--- config.mk ---
export PLATFORM = sky130hd
export DESIGN_NAME = traffic_phase_scheduler
export DESIGN_NICKNAME = d
export VERILOG_FILES = /design/src/rtl/traffic_pkg.sv /design/src/rtl/rr_arbiter4.sv /design/src/rtl/traffic_phase_scheduler.sv
export SDC_FILE = /design/constraint.sdc
export NUM_CORES = 1
export LEC_CHECK = 0
export ABC_AREA = 1
export CAP_MARGIN = 20
export CORE_ASPECT_RATIO = 2
export CORE_MARGIN = 3
export CORE_UTILIZATION = 40
export DETAILED_ROUTE_END_ITERATION = 10
export DONT_BUFFER_PORTS = 1
export PLACE_DENSITY = 0.55
export SYNTH_ARGS = -nofsm -noshare
export SYNTH_HDL_FRONTEND = slang
export SYNTH_SLANG_ARGS = --single-unit
--- constraint.sdc ---
create_clock -name clk -period 2.4 [get_ports clk]
set_input_delay 0.12 -clock clk [delete_from_list [all_inputs] [get_ports clk]]
set_output_delay 0.12 -clock clk [all_outputs]
set_load 0.03 [all_outputs]
--- src/rtl/traffic_pkg.sv ---
// traffic_pkg: phase state encoding and lamp helpers shared by the traffic FSM,
// the phase scheduler and the lamp driver.
package traffic_pkg;
    localparam int NUM_DIR = 4;

    typedef enum logic [1:0] {
        ST_ALL_RED = 2'd0,
        ST_GREEN   = 2'd1,
        ST_YELLOW  = 2'd2
    } state_t;

    function automatic logic [NUM_DIR-1:0] onehot4(input logic [1:0] idx);
        return 4'b0001 << idx;
    endfunction
endpackage

--- src/rtl/rr_arbiter4.sv ---
// rr_arbiter4: combinational 4-way round-robin pick; priority starts at last+1
// and wraps, so last itself is served only when nobody else asks.
module rr_arbiter4 (
    input  logic [4:1] req,
    input  logic [1:0] last,
    output logic       valid,
    output logic [1:0] winner
);
    logic [3:0] r;
    logic [1:0] idx;

    assign r     = req;
    assign valid = |r;

    // Walk from lowest to highest priority so the nearest requester is assigned last.
    always_comb begin
        winner = last;
        idx    = '0;
        for (int k = 4; k >= 1; k--) begin
            idx = last + 2'(k);
            if (r[idx]) winner = idx;
        end
    end
endmodule

--- src/rtl/traffic_phase_scheduler.sv ---
// traffic_phase_scheduler: round-robin GREEN -> YELLOW -> ALL_RED sequencer for a 4-approach
// intersection. Define EMERGENCY_PREEMPT_EN to add the emerg[4:1] preemption input.
module traffic_phase_scheduler
    import traffic_pkg::*;
#(
    parameter int MIN_GREEN = 5,
    parameter int MAX_GREEN = 20,
    parameter int YELLOW    = 3,
    parameter int ALL_RED   = 2,
    parameter int CNT_W     = 8
) (
    input  logic       clk,
    input  logic       rst,
    input  logic [8:1] sensors,
`ifdef EMERGENCY_PREEMPT_EN
    input  logic [4:1] emerg,
`endif
    output logic [4:1] green,
    output logic [4:1] yellow,
    output logic [4:1] red,
    output logic [1:0] phase
);
    localparam logic [CNT_W-1:0] MIN_LIM = CNT_W'(MIN_GREEN - 1);
    localparam logic [CNT_W-1:0] MAX_LIM = CNT_W'(MAX_GREEN - 1);
    localparam logic [CNT_W-1:0] YEL_LIM = CNT_W'(YELLOW - 1);
    localparam logic [CNT_W-1:0] AR_LIM  = CNT_W'(ALL_RED - 1);

    state_t           state, state_n;
    logic [1:0]       last, last_n, winner, e;
    logic [CNT_W-1:0] cnt;
    logic [3:0]       req, pending, grant, own, lamp_n;
    logic             valid, others, emerg_any, preempt, hold;

    assign req    = {sensors[8] | sensors[7], sensors[6] | sensors[5],
                     sensors[4] | sensors[3], sensors[2] | sensors[1]};
    assign own    = onehot4(last);
    assign others = |(pending & ~own);
    assign phase  = last;

`ifdef EMERGENCY_PREEMPT_EN
    assign emerg_any = |emerg;
    assign e         = emerg[1] ? 2'd0 : emerg[2] ? 2'd1 : emerg[3] ? 2'd2 : 2'd3;
`else
    assign emerg_any = 1'b0;
    assign e         = 2'd0;
`endif
    assign preempt = emerg_any && (e != last);
    assign hold    = emerg_any && (e == last);

    rr_arbiter4 u_arb (
        .req    (pending | req),
        .last   (last),
        .valid  (valid),
        .winner (winner)
    );

    always_comb begin
        state_n = state;
        last_n  = last;
        grant   = '0;
        if (state == ST_ALL_RED) begin
            if (cnt >= AR_LIM && (valid || emerg_any)) begin
                state_n = ST_GREEN;
                last_n  = emerg_any ? e : winner;
                grant   = onehot4(last_n);
            end
        end else if (state == ST_GREEN) begin
            grant = own;
            if (preempt || (!hold && others && cnt >= MIN_LIM && (!req[last] || cnt == MAX_LIM)))
                state_n = ST_YELLOW;
        end else if (cnt >= YEL_LIM) begin
            state_n = ST_ALL_RED;
        end
    end

    assign lamp_n = (state_n == ST_ALL_RED) ? 4'b0000 : onehot4(last_n);

    always_ff @(posedge clk) begin
        if (rst) begin
            state   <= ST_ALL_RED;
            cnt     <= '0;
            pending <= '0;
            last    <= 2'd3;
            green   <= '0;
            yellow  <= '0;
            red     <= 4'b1111;
        end else begin
            state   <= state_n;
            last    <= last_n;
            cnt     <= (state_n != state) ? '0 : (cnt == MAX_LIM) ? cnt : cnt + CNT_W'(1);
            pending <= (pending | req) & ~grant;
            green   <= (state_n == ST_GREEN) ? lamp_n : 4'b0000;
            yellow  <= (state_n == ST_YELLOW) ? lamp_n : 4'b0000;
            red     <= ~lamp_n;
        end
    end
endmodule

After elaboration in Yosys (flattened, before gate mapping):

Index checks and enable logic that the tools add are counted.

* add/subtract/negate cells: 4
* multipliers: 0
* divide/modulo/power cells: 0
* $lt $le $gt $ge: 7
* equal/unequal tests: 5
* shift-type cells: 3
* muxes and demuxes: 22
* bitwise operators: 12
* reduce and logical (&&, ||, !) cells: 12

Operator list (count)
* $mux 2: 10
* $mux 4: 4
* $lt 2x3->1 const B: 4
* $not 4->4: 3
* $shl 1x2->4 const A: 3
* $add 8x1->8 const B: 1
* $and 4x4->4: 2
* $bmux 1 s2: 4
* $eq 8x5->1 const B: 1
* $ge 8x1->1 const B: 1
* $ge 8x2->1 const B: 1
* $ge 8x3->1 const B: 1
* $reduce_or 4->1: 2
* $reduce_or 2->1: 3
* $add 2x2->2 const B: 2
* $eq 2x1->1 const B: 2
* $logic_not 2->1: 2
* $mux 1: 4
* $or 1x1->1: 4
* $or 4x4->4: 1
* $logic_and 1x1->1: 3
* $add 2x1->2 const B: 1
* $eq 2x2->1 const B: 1
* $ne 2x2->1: 1
* other kinds (3): 4

* register bits: 28
* bits in latches: 0
* RAM bits: 0
* ROM bits: 0
* bits of input ports: 10
* logic and storage cells: 72
* memories kept: 0

Longest topological paths before layout:

Gate-level depths: netlist (run 1).

* depth in word-level cells: 12
* depth in mapped cells: 14
* gate-level depth less buffers: 13

Cells and area by module:

Synthesis (run 1) repeated with hierarchy kept, for this count alone.

* cells, all modules: 229
* area total of the unflattened synthesis: 1644.1 um^2

By module, submodules not included
* traffic_phase_scheduler: instances 1, cells each 186, area an instance 1440.1 um^2
* rr_arbiter4: instances 1, cells each 43, area an instance 203.9 um^2

Worst setup path after synthesis (run 1):

OpenSTA, ideal clock, no wires.

* path type: register to register
* start: register last[0], in the netlist phase[0]
* end: register red[4] (netlist bit)
* library setup time: 127 ps
* arrival time: 1832 ps
* required time: 2273 ps
* setup slack: 441 ps
* stages on the path, launching flop included: 13
* buffers on the path: 1
* cells stage by stage: dfxtp_1 buf_6 inv_4 ha_1 nand3b_1 nand2_1 inv_2 nand3_1 nand2_2 nand2_2 nand2_4 nor2_2 nand3_1

* cells in the longest elaborated chain, start to end: 12
* elaborated cells on any way between the ends: 31
* classes of those cells: 3 x add/sub; 2 x shift; 17 x mux; 3 x bitwise; 6 x reduce/logical

Ends and longest elaborated chain
* start, declared: RTL line traffic_phase_scheduler.sv:29 `logic [1:0] last, last_n, winner, e;`
* start signal, assigned: RTL line traffic_phase_scheduler.sv:89 `last <= last_n;`
* branches (longest 10 deep; another with $add 2x2->2)
* $mux 4 *: RTL line traffic_phase_scheduler.sv:76 `assign lamp_n = (state_n == ST_ALL_RED) ? 4'b0000 : onehot4(last_n);`
* $not 4->4 *: RTL line traffic_phase_scheduler.sv:94 `red <= ~lamp_n;`
* end signal, assigned: RTL line traffic_phase_scheduler.sv:94
* end, declared: RTL line traffic_phase_scheduler.sv:20 `output logic [4:1] red,`

Mark *: on every way between the ends. The select of a mux whose other input is x is not followed.
A chain may end at the register's enable or synchronous reset.

Worst setup path after layout (run 1):

* start: register last[1], in the netlist phase[1]
* end: register red[4] (netlist bit)

The elaborated chain is that of the path after synthesis.

==> flow_summary.ini, run 1 <==
[floorplanning]
die_h_um = 93.3
rows = 31
dieArea_mm2 = 0.00463
start_util = 0.418
fp.dieW_um = 49.6
ios = 24
core_mm2 = 0.00365

[worst_setup_path]
slowest_delay_ns = 0.48
cp_max_fo = 8
reg2reg_slack_ns = 0.43
worstRegToRegCells = 11
critPathRequiredTime_ns = 2.56
startpoint_type = flop
path_cells = inv_1 > ha_1 > nand3b_1 > nand2_1 > inv_2 > nand3_1 > nand2_2 > nand2_2 > nand2_4 > nor2_2 > nand3_1
reg2reg_from = phase[1]$_SDFF_PP1_
crit_arrival_ns = 2.13
crit_type = reg2reg
critPathCaptureType = flop
crit_slowest_cell = dfxtp_1
reg2reg_to = red[4]$_SDFF_PP1_

[logic_synthesis]
async_flop_share = 0
syn_avg_cell_area_um2 = 7.33
ys.flop_type = dfxtp_1
netlist_top_cells_count = nand2_1, nor2_1, dfxtp_1
yosysMostFrequentCell = nand2_1
yosysSeqAreaShare = 0.368
synth_top_area_share = 0.368
synth_area_leader_cell = dfxtp_1
yosysWarnings = 0
synth_edf_count = 0
synth.distinct_cells = 29
syn_nets = 226
netlist_top_cells_area = dfxtp_1, nand2_1, nand3_1
ys_ff_latch = 28
netlist_instances = 208
mappedNetlistArea_mm2 = 0.00152

[cts]
cts.sink_count = 28
clock_latency_ns = 0.27
numCtsBuffers = 3
htreeDepth = 1
post_cts_buffers = 0
clk_pin_slew_worst_paths_ns = 0.09
root_buffer = clkbuf_8
cts_tree = built
cts_resized = 0
cts_buffer_depth = 2

[final_layout]
nets = 234
syn_to_final_growth_pct = 9.03
diodes = 0
drive_above_1_share = 0.186
utilization = 0.456

[detailed_routing]
via_count = 1351
totalWireLength_mm = 3.28
first_pass_iters = 4
dr.first_iter.drc_count = 17
drt-wirelength-per-cell_um = 12.4
ant_nets = 0
vias_per_cell = 5.12
drc = 0

[placed_design]
place.port_buffers = 0
gp_congestion = 0.900
dp_hpwl_mm = 2.68
place_ws_ns = 0.446

[global_route]
grt_pass1_vias = 1308
overflow = 0
grt.total_usage = 0.151
grt_pass1_wl_mm = 5.54
grt_max_degree = 16
grt_antenna_before_repair = 0

[job]
max-cap-violations = 0

[timing]
final.min_clock_period_ns = 1.97
worst_slew_pin_slew_ns = 0.452
fin_ws_ns = 0.430
clock.fmax_mhz = 508
max_slew_margin = 0.698
maxSlewViolCount = 0
post-route-period-util = 0.821
finClkSkew_ns = 0.00244
fin_setup_tns_ns = 0
setup_violations = 0
final_hold_viol_count = 0
rsz0062_at_grt = false

[power]
power.density_mw_per_mm2 = 1230
power.static_leakage_uw = 0.000746
peakVddDrop_v = 0.000439

[min_path]
holdCritPathClass = in2reg
min_from = rst
hold_end = pending[0]$_SDFF_PP0_
holdPathStages = 2

[run_status]
status = completed
-- per-layer routing --
layer,routed length (um),global-route usage
met2,1820,0.298
met1,1270,0.147
met5,0,0
met3,97,0.0191
met4,88,0.0716
-- sequential cells by signal, summed over array words and instances, names as in the netlist --
signal / count
cnt: 8
green: 4
pending: 4
phase: 2
red: 4
state: 2
yellow: 4
-- layout make-up --
cell class	count	area [um^2]
multi-input cells	151	845
well taps	49	61.3
inverters	28	108
fillers	398	1980
clock buffers	4	55.1
repair buffers	4	32.5
flip-flops and latches	28	561
-- through the flow --
stage / instance area [um^2] / std cells / power [uW] / hold WS (ns)
after floorplan: 1520 / 208 / 1540 / 0.189
after global placement: 1600 / 259 / 1740 / 0.196
after detailed placement: 1600 / 259 / 1750 / 0.194
after CTS: 1660 / 264 / 2060 / 0.00555
after global routing: 1660 / 264 / 2180 / 0.0154
final: 1660 / 264 / 2040 / 0.0232
-- cells in the final DEF (no fill, tap or decap), types with 3 or more instances in the layout --
cell | netlist | routed
nand4_1 | 6 | 6
a21oi_1 | 5 | 5
nand2_2 | 7 | 7
dfxtp_1 | 28 | 28
nand2_1 | 40 | 40
inv_2 | 7 | 7
nand3_1 | 24 | 24
ha_1 | 8 | 8
nand3_2 | 4 | 4
clkbuf_8 | 0 | 4
nor2_1 | 30 | 30
buf_4 | 0 | 3
nor2_2 | 5 | 5
inv_1 | 20 | 20
-- critical path, delay by kind of cell, from the launching register on --
family        cells  cell delay [ns]
simple gates      8             0.84
buf+inv           2             0.18
flops             1             0.48
fa+ha+maj         1             0.35
-- kinds of logic (layout without fill, tap and decap cells) --
| kind of cell | count (synthesis) | count (layout) | share of synthesized area |
|---|---|---|---|
| DFF | 28 | 28 | 0.368 |
| AOI/OAI and AO/OA | 16 | 16 | 0.0673 |
| and+or+nand+nor | 126 | 126 | 0.415 |
| xor gates and xnor gates | 1 | 1 | 0.00575 |
| adders and majority gates | 8 | 8 | 0.0657 |
| buffers and inverters | 29 | 36 | 0.0780 |
-- where the power goes --
group / total [uW] / internal [uW] / switching, uW / leakage (uW)
logic: 1020 / 325 / 694 / 0.000488
clock network: 293 / 147 / 146 / 0.0000288
registers: 724 / 573 / 150 / 0.000229
total: 2040 / 1050 / 991 / 0.000746
-- how the worst max path moves through the flow --
stage	startpoint	to	slack (ns)
2_1_floorplan	phase[0]$_SDFF_PP1_	red[4]$_SDFF_PP1_	0.44
3_3_place_gp	phase[1]$_SDFF_PP1_	red[4]$_SDFF_PP1_	0.50
3_5_place_dp	phase[1]$_SDFF_PP1_	red[4]$_SDFF_PP1_	0.45
4_1_cts	phase[1]$_SDFF_PP1_	red[4]$_SDFF_PP1_	0.42
5_1_grt	phase[1]$_SDFF_PP1_	red[1]$_SDFF_PP1_	0.24
6_report	phase[1]$_SDFF_PP1_	red[4]$_SDFF_PP1_	0.43
-- timing repair --
action / in CTS / in global routing
setup endpoints to repair: 0 / 0
endpoints found under the hold margin: 5 / 0
hold buffers: 1 / 0
Note: power is estimated with default switching activity, not from simulation.
==> run 2: changes to the inputs <==
--- a/config.mk
+++ b/config.mk
@@ -5,7 +5,7 @@
 export SDC_FILE = /design/constraint.sdc
 export NUM_CORES = 1
 export LEC_CHECK = 0
-export ABC_AREA = 1
+export ABC_AREA = 0
 export CAP_MARGIN = 20
 export CORE_ASPECT_RATIO = 2
 export CORE_MARGIN = 3
==> constraint.sdc (replaced) <==
create_clock -name clk -period 1.9 [get_ports clk]
set_input_delay 0.095 -clock clk [delete_from_list [all_inputs] [get_ports clk]]
set_output_delay 0.095 -clock clk [all_outputs]
set_load 0.03 [all_outputs]
==> flow_summary.ini, run 2 <==
[run_status]
status = finished, violations left
violations = setup timing

[global_route]
grt.total_usage = 0.194
grt_pass1_vias = 1566
grt_antenna_before_repair = 0
grt_max_degree = 17
grt_pass1_wl_mm = 6.98
overflow = 0

[power]
power.density_mw_per_mm2 = 1610
p_sw_uw = 1720
power_frac_seq = 0.238
p_int_uw = 2170
power.static_leakage_uw = 0.000933
pwr-share-comb = 0.637
clockPowerShare = 0.125
peakVddDrop_v = 0.00116
p_sw_frac = 0.442

[logic_synthesis]
netlist_top_cells_area = dfxtp_1, ha_1, nor2_1
yosysWarnings = 0
netlist_instances = 168
synth_edf_count = 0
synth.distinct_cells = 50
ys.flop_type = dfxtp_1
synth-xor-area-share = 0.0398
synth_adder_area_share = 0.0650
yosysSeqAreaShare = 0.364
mappedNetlistArea_mm2 = 0.00154
ys_ff_latch = 28
synthMuxAreaShare = 0.0479
syn_avg_cell_area_um2 = 9.17
yosysMostFrequentCell = dfxtp_1
synth_compound_area_frac = 0.201
synth_top_area_share = 0.364
synth_top_family_by_area = simple AND/OR/NAND/NOR gates
synthSimpleGateAreaFrac = 0.253
synth_area_leader_cell = dfxtp_1
syn_nets = 186
netlist_top_cells_count = dfxtp_1, nor2_1, nor3_1
async_flop_share = 0

[timing]
final.min_clock_period_ns = 2.10
holdWs_ns = 0.152
final_hold_viol_count = 0
rsz0062_at_grt = true
setup_violations = 26
maxSlewViolCount = 0
fin_ws_ns = -0.201
post-route-period-util = 1.11
max_slew_margin = 0.630
clock.fmax_mhz = 476
finClkSkew_ns = 0.0131
fin_setup_tns_ns = -3.47
worst_slew_pin_slew_ns = 0.553

[detailed_routing]
ant_nets = 0
first_pass_iters = 4
vias_per_cell = 5.62
top_layer = met4
met2_length_mm = 2.58
via_count = 1477
met3WireLength_um = 93
wl_met1_mm = 1.58
drt-wirelength-per-cell_um = 17.0
dr.first_iter.drc_count = 16
totalWireLength_mm = 4.47
drc = 0

[worst_setup_path]
crit_arrival_ns = 2.29
setup.worst_path.start = cnt[7]$_SDFFE_PP0N_
crit_type = reg2reg
startpoint_type = flop
worstRegToRegCells = 7
reg2reg_slack_ns = -0.20
cp_max_fo = 7
critPathRequiredTime_ns = 2.09
reg2reg_from = cnt[7]$_SDFFE_PP0N_
reg2reg_to = pending[3]$_SDFF_PP0_
critPathCaptureType = flop

[min_path]
min_from = rst
holdPathStages = 3
holdCritPathClass = in2reg
hold_end = state[0]$_SDFF_PP0_

[cts]
cts_tree = built
cts.sink_count = 28
htreeDepth = 1
clk_pin_slew_worst_paths_ns = 0.11
numCtsBuffers = 3
cts_buffer_depth = 2
clock_latency_ns = 0.29
root_buffer = clkbuf_8

[final_layout]
n_fill_cell = 321
diodes = 0
drive_above_1_share = 0.528
post-route-cell-area_mm2 = 0.00241
final_cells = 263
layout_commonest_cell = buf_4
nets = 233
largest_reg_flops = 8
multi_input_area_mm2 = 0.00127
seq_area_um2 = 571
layout_common_cells = buf_4, dfxtp_1, nor2_1
syn_to_final_growth_pct = 56.4
largest-register = cnt

[placed_design]
dp.cells = 249
place_ws_ns = -0.195
dp_hpwl_mm = 3.26
dpl_cell_area_mm2 = 0.00194
gp_congestion = 0.865
place.port_buffers = 0

[floorplanning]
rows = 31
fp.dieW_um = 49.9
die_h_um = 93.8
start_util = 0.422
dieArea_mm2 = 0.00468
core_mm2 = 0.00365
ios = 24

[job]
max-cap-violations = 0
run 2: changes by cell type in the layout (fill, tap and decap cells not counted), moves of 5 or more:
| cell | previous run | this run |
|---|---|---|
| a21oi_2 | 0 | 5 |
| buf_4 | 3 | 35 |
| buf_6 | 0 | 9 |
| inv_1 | 20 | 5 |
| inv_2 | 7 | 0 |
| nand2_1 | 40 | 10 |
| nand2_2 | 7 | 1 |
| nand2b_1 | 0 | 6 |
| nand3_1 | 24 | 4 |
| nor2_1 | 30 | 11 |
| nor3_2 | 0 | 7 |
run 2: routing by layer:
metal	vias up	global-route usage
met2	32	0.379
met5	-	0
met3	19	0.0159
met1	718	0.181
met4	0	0.132
li1	708	-
run 2: layout make-up:
cell class / instances / share of cell area
Multi-Input combinational cell: 129 / 0.529
Sequential cell: 28 / 0.237
Clock buffer: 3 / 0.0171
Timing Repair Buffer: 46 / 0.164
Tap cell: 49 / 0.0255
Clock inverter: 1 / 0.0125
Inverter: 7 / 0.0151
run 2: repair_timing:
action                                 CTS  global route
endpoints found under the hold margin    8             0
gates resized for setup                 26            37
setup endpoints to repair               24            26
hold buffers                             1             0
buffers inserted                         6             4
pin swaps                                8            24
run 2: critical path, stage by stage, from the launching register on:
cell	delay (ns)
dfxtp_2	0.34
or4_4	0.54
buf_6	0.14
o31a_1	0.31
nand2_4	0.15
a211oi_2	0.09
nor2b_4	0.16
a2111oi_4	0.27
run 2: kinds of logic after synthesis:
kind of cell    Yosys count
mux                       6
simple gates             72
flops                    28
fa+ha+maj                 8
compound gates           36
xor+xnor                  7
buf+inv                  11
run 2: worst max-delay path by stage:
stage	slack (ns)	depth (start not counted)	to
after CTS	-0.17	6	green[2]$_SDFF_PP0_
after floorplan	-0.16	9	red[2]$_SDFF_PP1_
after global routing	-0.30	8	green[3]$_SDFF_PP0_
after detailed placement	-0.20	7	red[4]$_SDFF_PP1_
final	-0.20	7	pending[3]$_SDFF_PP0_
after global placement	-0.16	7	red[4]$_SDFF_PP1_
run 2: metrics by stage:
step	util	total power, uW
floorplan	-	2070
global placement	0.531	2600
detailed placement	0.531	2640
CTS	0.609	3510
global route	0.661	4090
finish	0.661	3890
run 2: power groups by stage:
stage / Combinational, uW / Clock (uW) / Sequential, uW
3_3_place_gp: 1660 / 0 / 940
6_report: 2480 / 487 / 924
3_5_place_dp: 1700 / 0 / 943
4_1_cts: 2090 / 488 / 928
2_1_floorplan: 1120 / 0 / 946
5_1_grt: 2640 / 510 / 937
